`src/rtl/ucode_sequencer_pkg.sv`:
```
// Shared definitions for the microcode sequencer: state encoding, macro-op field
// positions, error bit indices and the latched macro-op operand payload.
package ucode_sequencer_pkg;

  localparam int unsigned GPC_W  = 5;
  localparam int unsigned SEL_W  = 2;
  localparam int unsigned ADDR_W = SEL_W + GPC_W;
  localparam int unsigned WORD_W = 32;
  localparam int unsigned REG_W  = 4;
  localparam int unsigned IMM_W  = 16;
  localparam int unsigned ERR_W  = 2;

  localparam logic [4:0]        MACRO_PFX = 5'b11110;
  localparam logic [WORD_W-1:0] NOP_WORD  = 32'h0000_0000;

  // macro-op field positions within the fetched word
  localparam int unsigned PFX_HI = 31;
  localparam int unsigned PFX_LO = 27;
  localparam int unsigned SEL_HI = 26;
  localparam int unsigned SEL_LO = 25;
  localparam int unsigned RD_HI  = 24;
  localparam int unsigned RD_LO  = 21;
  localparam int unsigned RS_HI  = 20;
  localparam int unsigned RS_LO  = 17;
  localparam int unsigned RSV_B  = 16;
  localparam int unsigned IMM_HI = 15;
  localparam int unsigned IMM_LO = 0;

  // sticky error flags
  localparam int unsigned ERR_OVR = 0;
  localparam int unsigned ERR_OVF = 1;

  // sequence selector codes (remaining codes reserved)
  localparam logic [SEL_W-1:0] SEQ_MULI = 2'd0;

  typedef enum logic [1:0] {
    S_IDLE   = 2'd0,
    S_LAUNCH = 2'd1,
    S_STREAM = 2'd2,
    S_DONE   = 2'd3
  } state_t;

  typedef struct packed {
    logic [REG_W-1:0] rd;
    logic [REG_W-1:0] rs;
    logic [IMM_W-1:0] imm;
  } mop_t;

  // ROM address is the sequence selector over the ghost PC
  function automatic logic [ADDR_W-1:0] rom_addr_of(input logic [SEL_W-1:0] sel,
                                                    input logic [GPC_W-1:0] gpc);
    return {sel, gpc};
  endfunction

endpackage

```
`src/rtl/ucode_sequencer.sv`:
```
// Microcode sequencer between fetch and decode: detects macro-ops, stalls the PC,
// walks the external ucode ROM by ghost PC and issues each ghost word to decode.
module ucode_sequencer
  import ucode_sequencer_pkg::*;
(
  input  logic             clk,
  input  logic             rst,
  input  logic             clk_en,
  input  logic [31:0]      instruction,
  input  logic             exe_override,
  input  logic [31:0]      rom_data,
  input  logic             rom_last,
  output logic [GPC_W+1:0] rom_addr,
  output logic [3:0]       mop_rd,
  output logic [3:0]       mop_rs,
  output logic [15:0]      mop_imm,
  output logic [31:0]      issue_instr,
  output logic             issue_valid,
  output logic             pc_stall,
  output logic             ucode_active,
  output logic             ucode_done,
  output logic [1:0]       err_bits
);

  state_t            r_state;
  state_t            w_next_state;
  logic [GPC_W-1:0]  r_gpc;
  logic [GPC_W-1:0]  w_next_gpc;
  logic [SEL_W-1:0]  r_seq_sel;
  logic [SEL_W-1:0]  w_next_sel;
  logic [ADDR_W-1:0] r_rom_addr;
  logic [ADDR_W-1:0] w_next_addr;
  mop_t              r_mop;
  mop_t              w_mop_in;
  logic [ERR_W-1:0]  r_err;
  logic [ERR_W-1:0]  w_err_set;
  logic              r_pc_stall;
  logic              r_active;
  logic              r_done;
  logic              w_detect;
  logic              w_latch_mop;
  logic [GPC_W-1:0]  w_step;
  logic              w_unused_rsvd;

  // operand fields of a candidate macro-op; bit 16 is a reserved encoding bit
  assign w_mop_in = '{rd:  instruction[RD_HI:RD_LO],
                      rs:  instruction[RS_HI:RS_LO],
                      imm: instruction[IMM_HI:IMM_LO]};
  assign w_unused_rsvd = instruction[RSV_B];

  // index of the ROM step currently on rom_data (ghost PC runs two ahead)
  assign w_step = r_gpc - GPC_W'(2);

  // state register
  always_ff @(posedge clk or negedge rst) begin
    if (!rst) begin
      r_state <= S_IDLE;
    end else if (clk_en) begin
      r_state <= w_next_state;
    end
  end

  // next-state, ROM walk and issue selection
  always_comb begin
    w_next_state = r_state;
    w_next_gpc   = r_gpc;
    w_next_sel   = r_seq_sel;
    w_next_addr  = r_rom_addr;
    w_latch_mop  = 1'b0;
    w_err_set    = '0;
    w_detect     = 1'b0;
    issue_instr  = NOP_WORD;
    issue_valid  = 1'b0;
    case (r_state)
      S_IDLE: begin
        issue_instr = instruction;
        issue_valid = 1'b1;
        // a redirect from execute outranks a macro-op in the same cycle
        if (rst && !exe_override && (instruction[PFX_HI:PFX_LO] == MACRO_PFX)) begin
          w_detect     = 1'b1;
          issue_instr  = NOP_WORD;
          issue_valid  = 1'b0;
          w_latch_mop  = 1'b1;
          w_next_sel   = instruction[SEL_HI:SEL_LO];
          w_next_addr  = rom_addr_of(instruction[SEL_HI:SEL_LO], GPC_W'(0));
          w_next_gpc   = GPC_W'(1);
          w_next_state = S_LAUNCH;
        end
      end
      S_LAUNCH: begin
        w_next_addr  = rom_addr_of(r_seq_sel, r_gpc);
        w_next_gpc   = r_gpc + GPC_W'(1);
        w_next_state = S_STREAM;
      end
      S_STREAM: begin
        issue_instr = rom_data;
        issue_valid = 1'b1;
        w_next_addr = rom_addr_of(r_seq_sel, r_gpc);
        w_next_gpc  = r_gpc + GPC_W'(1);
        if (exe_override) begin
          w_err_set[ERR_OVR] = 1'b1;
          w_next_gpc         = '0;
          w_next_state       = S_IDLE;
        end else if (rom_last) begin
          w_next_state = S_DONE;
        end else if (w_step == '1) begin
          w_err_set[ERR_OVF] = 1'b1;
          w_next_state       = S_DONE;
        end
      end
      S_DONE: begin
        w_next_gpc   = '0;
        w_next_state = S_IDLE;
      end
      default: begin
        w_next_state = S_IDLE;
      end
    endcase
    // nothing reaches decode while the core is held in reset
    if (!rst) begin
      issue_instr = NOP_WORD;
      issue_valid = 1'b0;
    end
  end

  // sequence bookkeeping and registered status outputs
  always_ff @(posedge clk or negedge rst) begin
    if (!rst) begin
      r_gpc      <= '0;
      r_seq_sel  <= '0;
      r_rom_addr <= '0;
      r_mop      <= '0;
      r_err      <= '0;
      r_pc_stall <= 1'b0;
      r_active   <= 1'b0;
      r_done     <= 1'b0;
    end else if (clk_en) begin
      r_gpc      <= w_next_gpc;
      r_seq_sel  <= w_next_sel;
      r_rom_addr <= w_next_addr;
      r_err      <= r_err | w_err_set;
      if (w_latch_mop) begin
        r_mop <= w_mop_in;
      end
      r_pc_stall <= (w_next_state == S_LAUNCH) || (w_next_state == S_STREAM);
      r_active   <= (w_next_state == S_LAUNCH) || (w_next_state == S_STREAM);
      r_done     <= (w_next_state == S_DONE);
    end
  end

  // the detect cycle must hold the PC before the registered stall catches up
  assign pc_stall     = r_pc_stall | w_detect;
  assign ucode_active = r_active;
  assign ucode_done   = r_done;
  assign err_bits     = r_err;
  assign rom_addr     = r_rom_addr;
  assign mop_rd       = r_mop.rd;
  assign mop_rs       = r_mop.rs;
  assign mop_imm      = r_mop.imm;

endmodule
```
`config.mk`:
```
export PLATFORM = sky130hd
export DESIGN_NAME = ucode_sequencer
export DESIGN_NICKNAME = d
export VERILOG_FILES = /design/src/rtl/ucode_sequencer_pkg.sv /design/src/rtl/ucode_sequencer.sv
export SDC_FILE = /design/constraint.sdc
export NUM_CORES = 1
export LEC_CHECK = 0
export ABC_AREA = 1
export ABC_CLOCK_PERIOD_IN_PS = 2400
export CAP_MARGIN = 25
export CORE_ASPECT_RATIO = 1.2
export CORE_MARGIN = 2
export CORE_UTILIZATION = 24
export CTS_CLUSTER_DIAMETER = 80
export CTS_CLUSTER_SIZE = 16
export DETAILED_ROUTE_END_ITERATION = 7
export GPL_TIMING_DRIVEN = 0
export PLACE_DENSITY = 0.52
export SETUP_SLACK_MARGIN = 0.1
export SLEW_MARGIN = 15
export SYNTH_ARGS = -nofsm -noshare
export SYNTH_HDL_FRONTEND = slang
export SYNTH_SLANG_ARGS = --single-unit
```
`constraint.sdc`:
```
create_clock -name clk -period 2.4 [get_ports clk]
set_clock_uncertainty 0.15 [all_clocks]
set_input_delay 0.48 -clock clk [delete_from_list [all_inputs] [get_ports clk]]
set_output_delay 0.48 -clock clk [all_outputs]
set_load 0.005 [all_outputs]
```
==> results of run 1 <==
## final timing paths
check / from / end / slack [ns] / cells past startpoint
max: r_state[0]$_DFFE_PN0P_ / issue_instr[10] / 0.03 / 9
min: rom_addr[4]$_DFFE_PN0P_ / rom_addr[4]$_DFFE_PN0P_ / 0.32 / 2
max reg2reg: r_state[1]$_DFFE_PN0P_ / ucode_active$_DFFE_PN0P_ / 0.22 / 13
min reg2reg: rom_addr[4]$_DFFE_PN0P_ / rom_addr[4]$_DFFE_PN0P_ / 0.32 / 2
max in group asynchronous: rst / mop_imm[9]$_DFFE_PN0P_ / 1.18 / 3
min in group asynchronous: rst / err_bits[1]$_DFFE_PN0P_ / 0.48 / 2
## cells in the final DEF (no fill, tap or decap), types with 4 or more instances in the layout
| cell type | netlist | layout |
|---|---|---|
| sky130_fd_sc_hd__a21oi_1 | 36 | 20 |
| sky130_fd_sc_hd__a21oi_2 | 0 | 16 |
| sky130_fd_sc_hd__buf_2 | 5 | 30 |
| sky130_fd_sc_hd__buf_4 | 0 | 14 |
| sky130_fd_sc_hd__buf_6 | 0 | 12 |
| sky130_fd_sc_hd__buf_8 | 0 | 5 |
| sky130_fd_sc_hd__clkbuf_1 | 11 | 8 |
| sky130_fd_sc_hd__clkbuf_16 | 0 | 8 |
| sky130_fd_sc_hd__clkbuf_2 | 1 | 7 |
| sky130_fd_sc_hd__clkdlybuf4s50_1 | 0 | 95 |
| sky130_fd_sc_hd__dfrtp_1 | 44 | 43 |
| sky130_fd_sc_hd__ha_1 | 8 | 6 |
| sky130_fd_sc_hd__inv_1 | 44 | 41 |
| sky130_fd_sc_hd__nand2_1 | 107 | 104 |
| sky130_fd_sc_hd__nand2_4 | 3 | 4 |
| sky130_fd_sc_hd__nand3_1 | 39 | 24 |
| sky130_fd_sc_hd__nand3_2 | 0 | 14 |
| sky130_fd_sc_hd__nor2_1 | 10 | 7 |
| sky130_fd_sc_hd__o21ai_0 | 6 | 4 |
| sky130_fd_sc_hd__o21ai_1 | 28 | 29 |
## registers in the layout (all words and copies together), names as in the netlist
| register | cells |
|---|---|
| mop_imm | 16 |
| r_gpc | 5 |
| ucode_active | 1 |
| r_seq_sel | 2 |
| err_bits | 2 |
| r_state | 2 |
| ucode_done | 1 |
| mop_rs | 4 |
| mop_rd | 4 |
| rom_addr | 7 |
## final cells by class
cell class | instances | area [um^2] | share of cell area (%)
flip-flops and latches | 44 | 1100 | 23.2
well taps | 129 | 161 | 3.39
clock buffers | 6 | 129 | 2.71
multi-input cells | 251 | 1450 | 30.4
plain buffers | 20 | 201 | 4.24
inverters | 45 | 175 | 3.68
repair buffers | 164 | 1500 | 31.6
clock inverters | 2 | 35.0 | 0.737
## logic make-up after synthesis
group,after synthesis,synth area share [%]
DFF,44,42.4
xor gates and xnor gates,2,0.675
adders and majority gates,8,3.86
buffers and inverters,65,9.78
and+or+nand+nor,166,28.2
AOI/OAI and AO/OA,75,15.0
## metal layers
layer	track usage (%)	part of all wire, %	vias to the layer above
met5	0	0	-
met3	4.93	7.6	9
met4	3.94	1.1	0
met1	19.8	40	1381
li1	-	-	1498
met2	30.4	51	107
## per-stage QoR
step | cells | area [um^2] | power [mW] | setup TNS, ns
floorplan | 360 | 2600 | 1.90 | 0
global placement | 625 | 4120 | 2.76 | -183.21
detailed placement | 626 | 4130 | 2.78 | -20.38
CTS | 652 | 4510 | 3.80 | 0
global route | 661 | 4750 | 4.38 | -0.0898
finish | 661 | 4750 | 4.09 | 0
## power by group through the flow
stage          logic, mW  registers (mW)  clock network (mW)
2_1_floorplan      0.908           0.989                   0
3_3_place_gp        1.76           0.999                   0
3_5_place_dp        1.78            1.00                   0
4_1_cts             2.01           0.988               0.797
5_1_grt             2.54            1.01               0.830
6_report            2.32           0.990               0.779
## worst max-delay path, cell delays in order, from the launching register on
cell	delay (ns)
sky130_fd_sc_hd__dfrtp_1	0.41
sky130_fd_sc_hd__inv_2	0.12
sky130_fd_sc_hd__ha_4	0.14
sky130_fd_sc_hd__buf_6	0.11
sky130_fd_sc_hd__buf_8	0.13
sky130_fd_sc_hd__buf_8	0.13
sky130_fd_sc_hd__buf_6	0.09
sky130_fd_sc_hd__nand3_2	0.06
sky130_fd_sc_hd__a21oi_2	0.13
sky130_fd_sc_hd__buf_2	0.13
## timing repair
| item | in CTS | in global routing |
|---|---|---|
| setup endpoints to repair | 35 | 32 |
| hold buffers | 2 | 0 |
| buffers inserted | 13 | 6 |
| resized for setup | 184 | 60 |
| pin swaps | 5 | 18 |
| cloned | 3 | 2 |
| endpoints found under the hold margin | 21 | 0 |
==> run summary, run 1 <==
GRT
• maximum number of pins on one net before global-route repair: 24
• sum of overflow across all layers after global routing: 0
• antenna violations before repair: 0
• first-pass GRT wire length: 15900 um
• total routing usage reported by global routing: 17.0%
• via count of the first global-routing pass: 3195

CTS
• worst-skew pair later-pin latency: 0.29 ns
• CTS tree: done
• Inserted Clock Buffers: 5
• number of clock sinks: 44
• H-tree levels: 2
• clock-pin transition on the worst setup and hold timing paths: 0.07 ns
• buffer cell driving the clock tree root: sky130_fd_sc_hd__clkbuf_16
• maximum root-to-sink buffer count: 2

Synthesis
• number of synthesized flops with an enable pin: 0
• Synth top area share: 42.4%
• cell type with the highest aggregate area in the netlist: sky130_fd_sc_hd__dfrtp_1
• largest cells by area after synthesis: sky130_fd_sc_hd__dfrtp_1 42%, sky130_fd_sc_hd__nand2_1 15%, sky130_fd_sc_hd__nand3_1 7.5%
• synthesized netlist net count: 437
• post-synthesis sequential area ratio: 42.4%
• post-synthesis area per instance: 7.21 um^2
• summed instance area of the synthesized netlist: 0.00260 mm^2
• most numerous cell in the Yosys netlist: sky130_fd_sc_hd__nand2_1
• proportion of register bits with asynchronous set or reset after synthesis: 100%
• distinct cell type count after synthesis: 27
• number of flip-flops and latches in the synthesized netlist: 44
• number of instances in the synthesized netlist: 360
• dominant synthesized flop cell: sky130_fd_sc_hd__dfrtp_1
• number of synthesis warnings: 0
• top post-synthesis cells by count: 107 x sky130_fd_sc_hd__nand2_1, 44 x sky130_fd_sc_hd__dfrtp_1, 44 x sky130_fd_sc_hd__inv_1, 39 x sky130_fd_sc_hd__nand3_1, 36 x sky130_fd_sc_hd__a21oi_1

Routing
• vias per cell: 4.53
• DR iter-0 viols: 107
• Via Count: 2995
• detailed-route wire length per cell: 15.2 um
• Post-Route WL: 10000 um
• number of iterations in the first detailed-routing pass: 4
• residual antenna-violating net count after detailed routing: 0
• DRC violations left: 0

Power and ir drop
• worst-case vdd ir drop: 0.382 mV
• total power density per cell area: 860 mW/mm^2
• clock power share: 19.0%
• total internal power: 2.56 mW
• Comb power frac: 56.7%
• power share of the sequential group: 24.2%
• switching share of power: 37.4%
• static leakage power: 2.25 nW
• Net Switching: 1.53 mW

Status
• outcome: completed

Floorplan
• overall die width: 98.9 um
• die outline area: 0.0117 mm^2
• die extent in y: 118 um
• Placement Rows: 41
• IO Count: 138
• core outline area: 0.0105 mm^2
• initial standard-cell utilization of the core: 24.7%

Timing
• min Tclk post-route: 2.37 ns
• Worst Hold Margin: 0.317 ns
• maximum achievable frequency: 0.421 GHz
• RSZ-0062 raised after global routing: true
• number of setup violations in the final report: 0
• Final Hold Fails: 0
• pins over their slew limit: 0
• post-route fraction of the period consumed by the critical path: 98.9%
• worst path setup slack after routing: 0.0270 ns
• slew of the pin with the lowest slew margin: 0.639 ns
• max_slew headroom: 57.4%

Layout
• antenna cells: 0
• synth-to-layout area growth: 83.1%
• fin util: 45.2%
• Final Net Count: 608
• fill cell instance count of the final layout: 1078
• fraction of layout cells with a size suffix above 1: 26.5%

Worst setup path
• worst endpoint required time: 1.77 ns
• classification of the worst setup path: register to output pin
• CP endpoint kind: output pin
• Worst EP arrival: 1.74 ns
• critical path launch point type: register
• largest fanout of any net on the critical path: 5

Placement
• global placement routability congestion: 0.784
• total half-perimeter wirelength after legalization and detailed placement: 7050 um
• post-placement worst setup slack: -0.685 ns
• Port-buffer cells: 136

Run
• # Max-Cap Violations: 0

Hold path
• worst min path class: register to register

Note: power is estimated with default switching activity, not from simulation.
==> inputs of run 2 (changes only) <==
--- a/constraint.sdc
+++ b/constraint.sdc
@@ -4,2 +4,2 @@
 set_output_delay 0.48 -clock clk [all_outputs]
-set_load 0.005 [all_outputs]
+set_load 0.01 [all_outputs]
==> run 2 against run 1 <==
Cell count decreased by 0.76%. Worst setup slack gained 0.032 ns. Design area decreased by 1.8%. Non-clock buffer count decreased by 5. Fmax increased by 1.4%. Critical endpoint is now issue_instr[9]. Count of clock-buffer cells in the layout is the same. Total power is 0.32% higher. Flip-flop and latch count unchanged. Global-route usage decreased by 0.39 points.
==> run summary, run 2 (synthesis gave the netlist of run 1 again) <==
Status
• outcome: completed

Timing
• pins over their slew limit: 0
• number of setup violations in the final report: 0
• slew of the pin with the lowest slew margin: 0.600 ns
• post-route fraction of the period consumed by the critical path: 97.5%
• min Tclk post-route: 2.34 ns
• max_slew headroom: 60.0%
• TNS Setup: 0 ns
• Final Hold Fails: 0
• RSZ-0062 raised after global routing: true
• maximum achievable frequency: 0.427 GHz

Worst setup path
• worst endpoint required time: 1.77 ns
• Worst EP arrival: 1.71 ns
• ordered cell list for the critical path: inv_2, ha_4, buf_8, buf_8, nand3_1, a21oi_1, clkdlybuf4s15_2
• largest fanout of any net on the critical path: 10
• CP endpoint kind: output pin
• most used cell, CP: sky130_fd_sc_hd__buf_8
• classification of the worst setup path: register to output pin
• buffers plus inverters on the worst setup path: 4
• critical path launch point type: register
• critical-path cell with the highest stage delay: sky130_fd_sc_hd__dfrtp_1
• CP top delay family: buffers and inverters
• slowest cell delay on critical path: 0.45 ns

Layout
• fraction of layout cells with a size suffix above 1: 22.2%
• Final Net Count: 603
• max FFs per register: 16
• antenna cells: 0
• commonest cells after routing, fill and taps aside: 106 x sky130_fd_sc_hd__nand2_1, 95 x sky130_fd_sc_hd__clkdlybuf4s50_1, 43 x sky130_fd_sc_hd__dfrtp_1
• synth-to-layout area growth: 79.9%
• commonest non-fill, non-tap cell in the layout: sky130_fd_sc_hd__nand2_1
• non-filler cells in the finished layout: 656

GRT
• met3 Usage GRT: 4.81%
• sum of overflow across all layers after global routing: 0
• total routing usage reported by global routing: 16.6%
• via count of the first global-routing pass: 3156
• met1 usage: 19.0%
• global route hottest layer: met2
• first-pass GRT wire length: 15600 um
• Global Route met2 Usage: 29.9%
• antenna violations before repair: 0
• maximum number of pins on one net before global-route repair: 24

Power and ir drop
• total power density per cell area: 879 mW/mm^2
• worst-case vdd ir drop: 0.373 mV
• static leakage power: 2.19 nW

Floorplan
• die outline area: 0.0117 mm^2
• initial standard-cell utilization of the core: 24.7%
• IO Count: 138
• core outline area: 0.0105 mm^2
• overall die width: 98.9 um
• die extent in y: 118 um
• Placement Rows: 41

Routing
• vias per cell: 4.60
• detailed-route wire length per cell: 14.9 um
• DRC violations left: 0
• residual antenna-violating net count after detailed routing: 0
• DR iter-0 viols: 86
• Post-Route WL: 9790 um
• number of iterations in the first detailed-routing pass: 4
• Via Count: 3016

CTS
• H-tree levels: 2
• CTS tree: done
• worst-skew pair later-pin latency: 0.29 ns
• number of clock sinks: 44
• Inserted Clock Buffers: 5
• clock-pin transition on the worst setup and hold timing paths: 0.07 ns
• maximum root-to-sink buffer count: 2
• buffer cell driving the clock tree root: sky130_fd_sc_hd__clkbuf_16

Run
• # Max-Cap Violations: 0

Placement
• total half-perimeter wirelength after legalization and detailed placement: 7050 um
• number of placed cells counting well taps: 626
• global placement routability congestion: 0.784
• Port-buffer cells: 136

Hold path
• worst min path class: register to register

run 2: cell types whose count changed in the layout (fill, tap and decap cells not counted), sizes merged:
cell and delta:
inv +1, buf -2, clkbuf -5, clkdlybuf4s15 +2, clkinvlp -1
run 2: final timing paths:
path / from / to / slack, ns / cells after the start
max in group asynchronous: rst / mop_imm[9]$_DFFE_PN0P_ / 1.18 / 3
min reg2reg: rom_addr[4]$_DFFE_PN0P_ / rom_addr[4]$_DFFE_PN0P_ / 0.32 / 2
min in group asynchronous: rst / err_bits[1]$_DFFE_PN0P_ / 0.48 / 2
min: rom_addr[4]$_DFFE_PN0P_ / rom_addr[4]$_DFFE_PN0P_ / 0.32 / 2
max: r_state[1]$_DFFE_PN0P_ / issue_instr[9] / 0.06 / 7
max reg2reg: r_state[0]$_DFFE_PN0P_ / ucode_active$_DFFE_PN0P_ / 0.17 / 12
run 2: layout make-up:
cell class | count | area [um^2]
clock buffer | 6 | 129
clock inverter | 2 | 35.0
multi-input combinational | 251 | 1380
sequential | 44 | 1100
inverter | 45 | 171
tap | 129 | 161
fill | 1078 | 5850
timing repair buffer | 159 | 1490
buffer | 20 | 204
run 2: stage by stage:
stage | hold slack [ns] | cell area (um^2) | utilization [%] | setup WS, ns | total power [mW]
after floorplan | 0.0344 | 2600 | - | 0.350 | 1.99
after global placement | 0.307 | 4120 | 39.2 | -2.53 | 2.86
after detailed placement | 0.308 | 4130 | 39.3 | -0.720 | 2.88
after CTS | 0.324 | 4540 | 43.2 | 0.0571 | 3.90
after global routing | 0.351 | 4670 | 44.4 | -0.00772 | 4.40
final | 0.317 | 4670 | 44.4 | 0.0591 | 4.10
run 2: repair_timing:
item / CTS / global route
endpoints found under the hold margin: 21 / 0
buffers inserted: 10 / 3
gates cloned: 2 / 4
resized for setup: 178 / 46
pin swaps: 3 / 2
hold buffers: 2 / 0
endpoints found under the setup margin: 35 / 35
run 2: power breakdown:
group	leakage, nW	switching (mW)	total, mW	internal (mW)
Clock	0.0808	0.286	0.776	0.490
Combinational	1.52	1.17	2.33	1.16
Sequential	0.593	0.111	0.995	0.883
run 2: metal layers:
metal,share of wire [%],vias to the layer above
li1,-,1493
met1,41,1414
met2,51,102
met3,7.2,7
met4,1.0,0
met5,0,-
run 2: worst register-to-register path, stage by stage, from the launching register on:
cell and delay, ns:
sky130_fd_sc_hd__dfrtp_1 0.40, sky130_fd_sc_hd__inv_2 0.12, sky130_fd_sc_hd__ha_4 0.15, sky130_fd_sc_hd__buf_2 0.17, sky130_fd_sc_hd__inv_1 0.10, sky130_fd_sc_hd__nor2_2 0.17, sky130_fd_sc_hd__nor2_1 0.09, sky130_fd_sc_hd__nor2_2 0.16
sky130_fd_sc_hd__nand2_1 0.09, sky130_fd_sc_hd__o21ai_0 0.10, sky130_fd_sc_hd__ha_1 0.26, sky130_fd_sc_hd__nand2_1 0.06, sky130_fd_sc_hd__o21ai_0 0.07
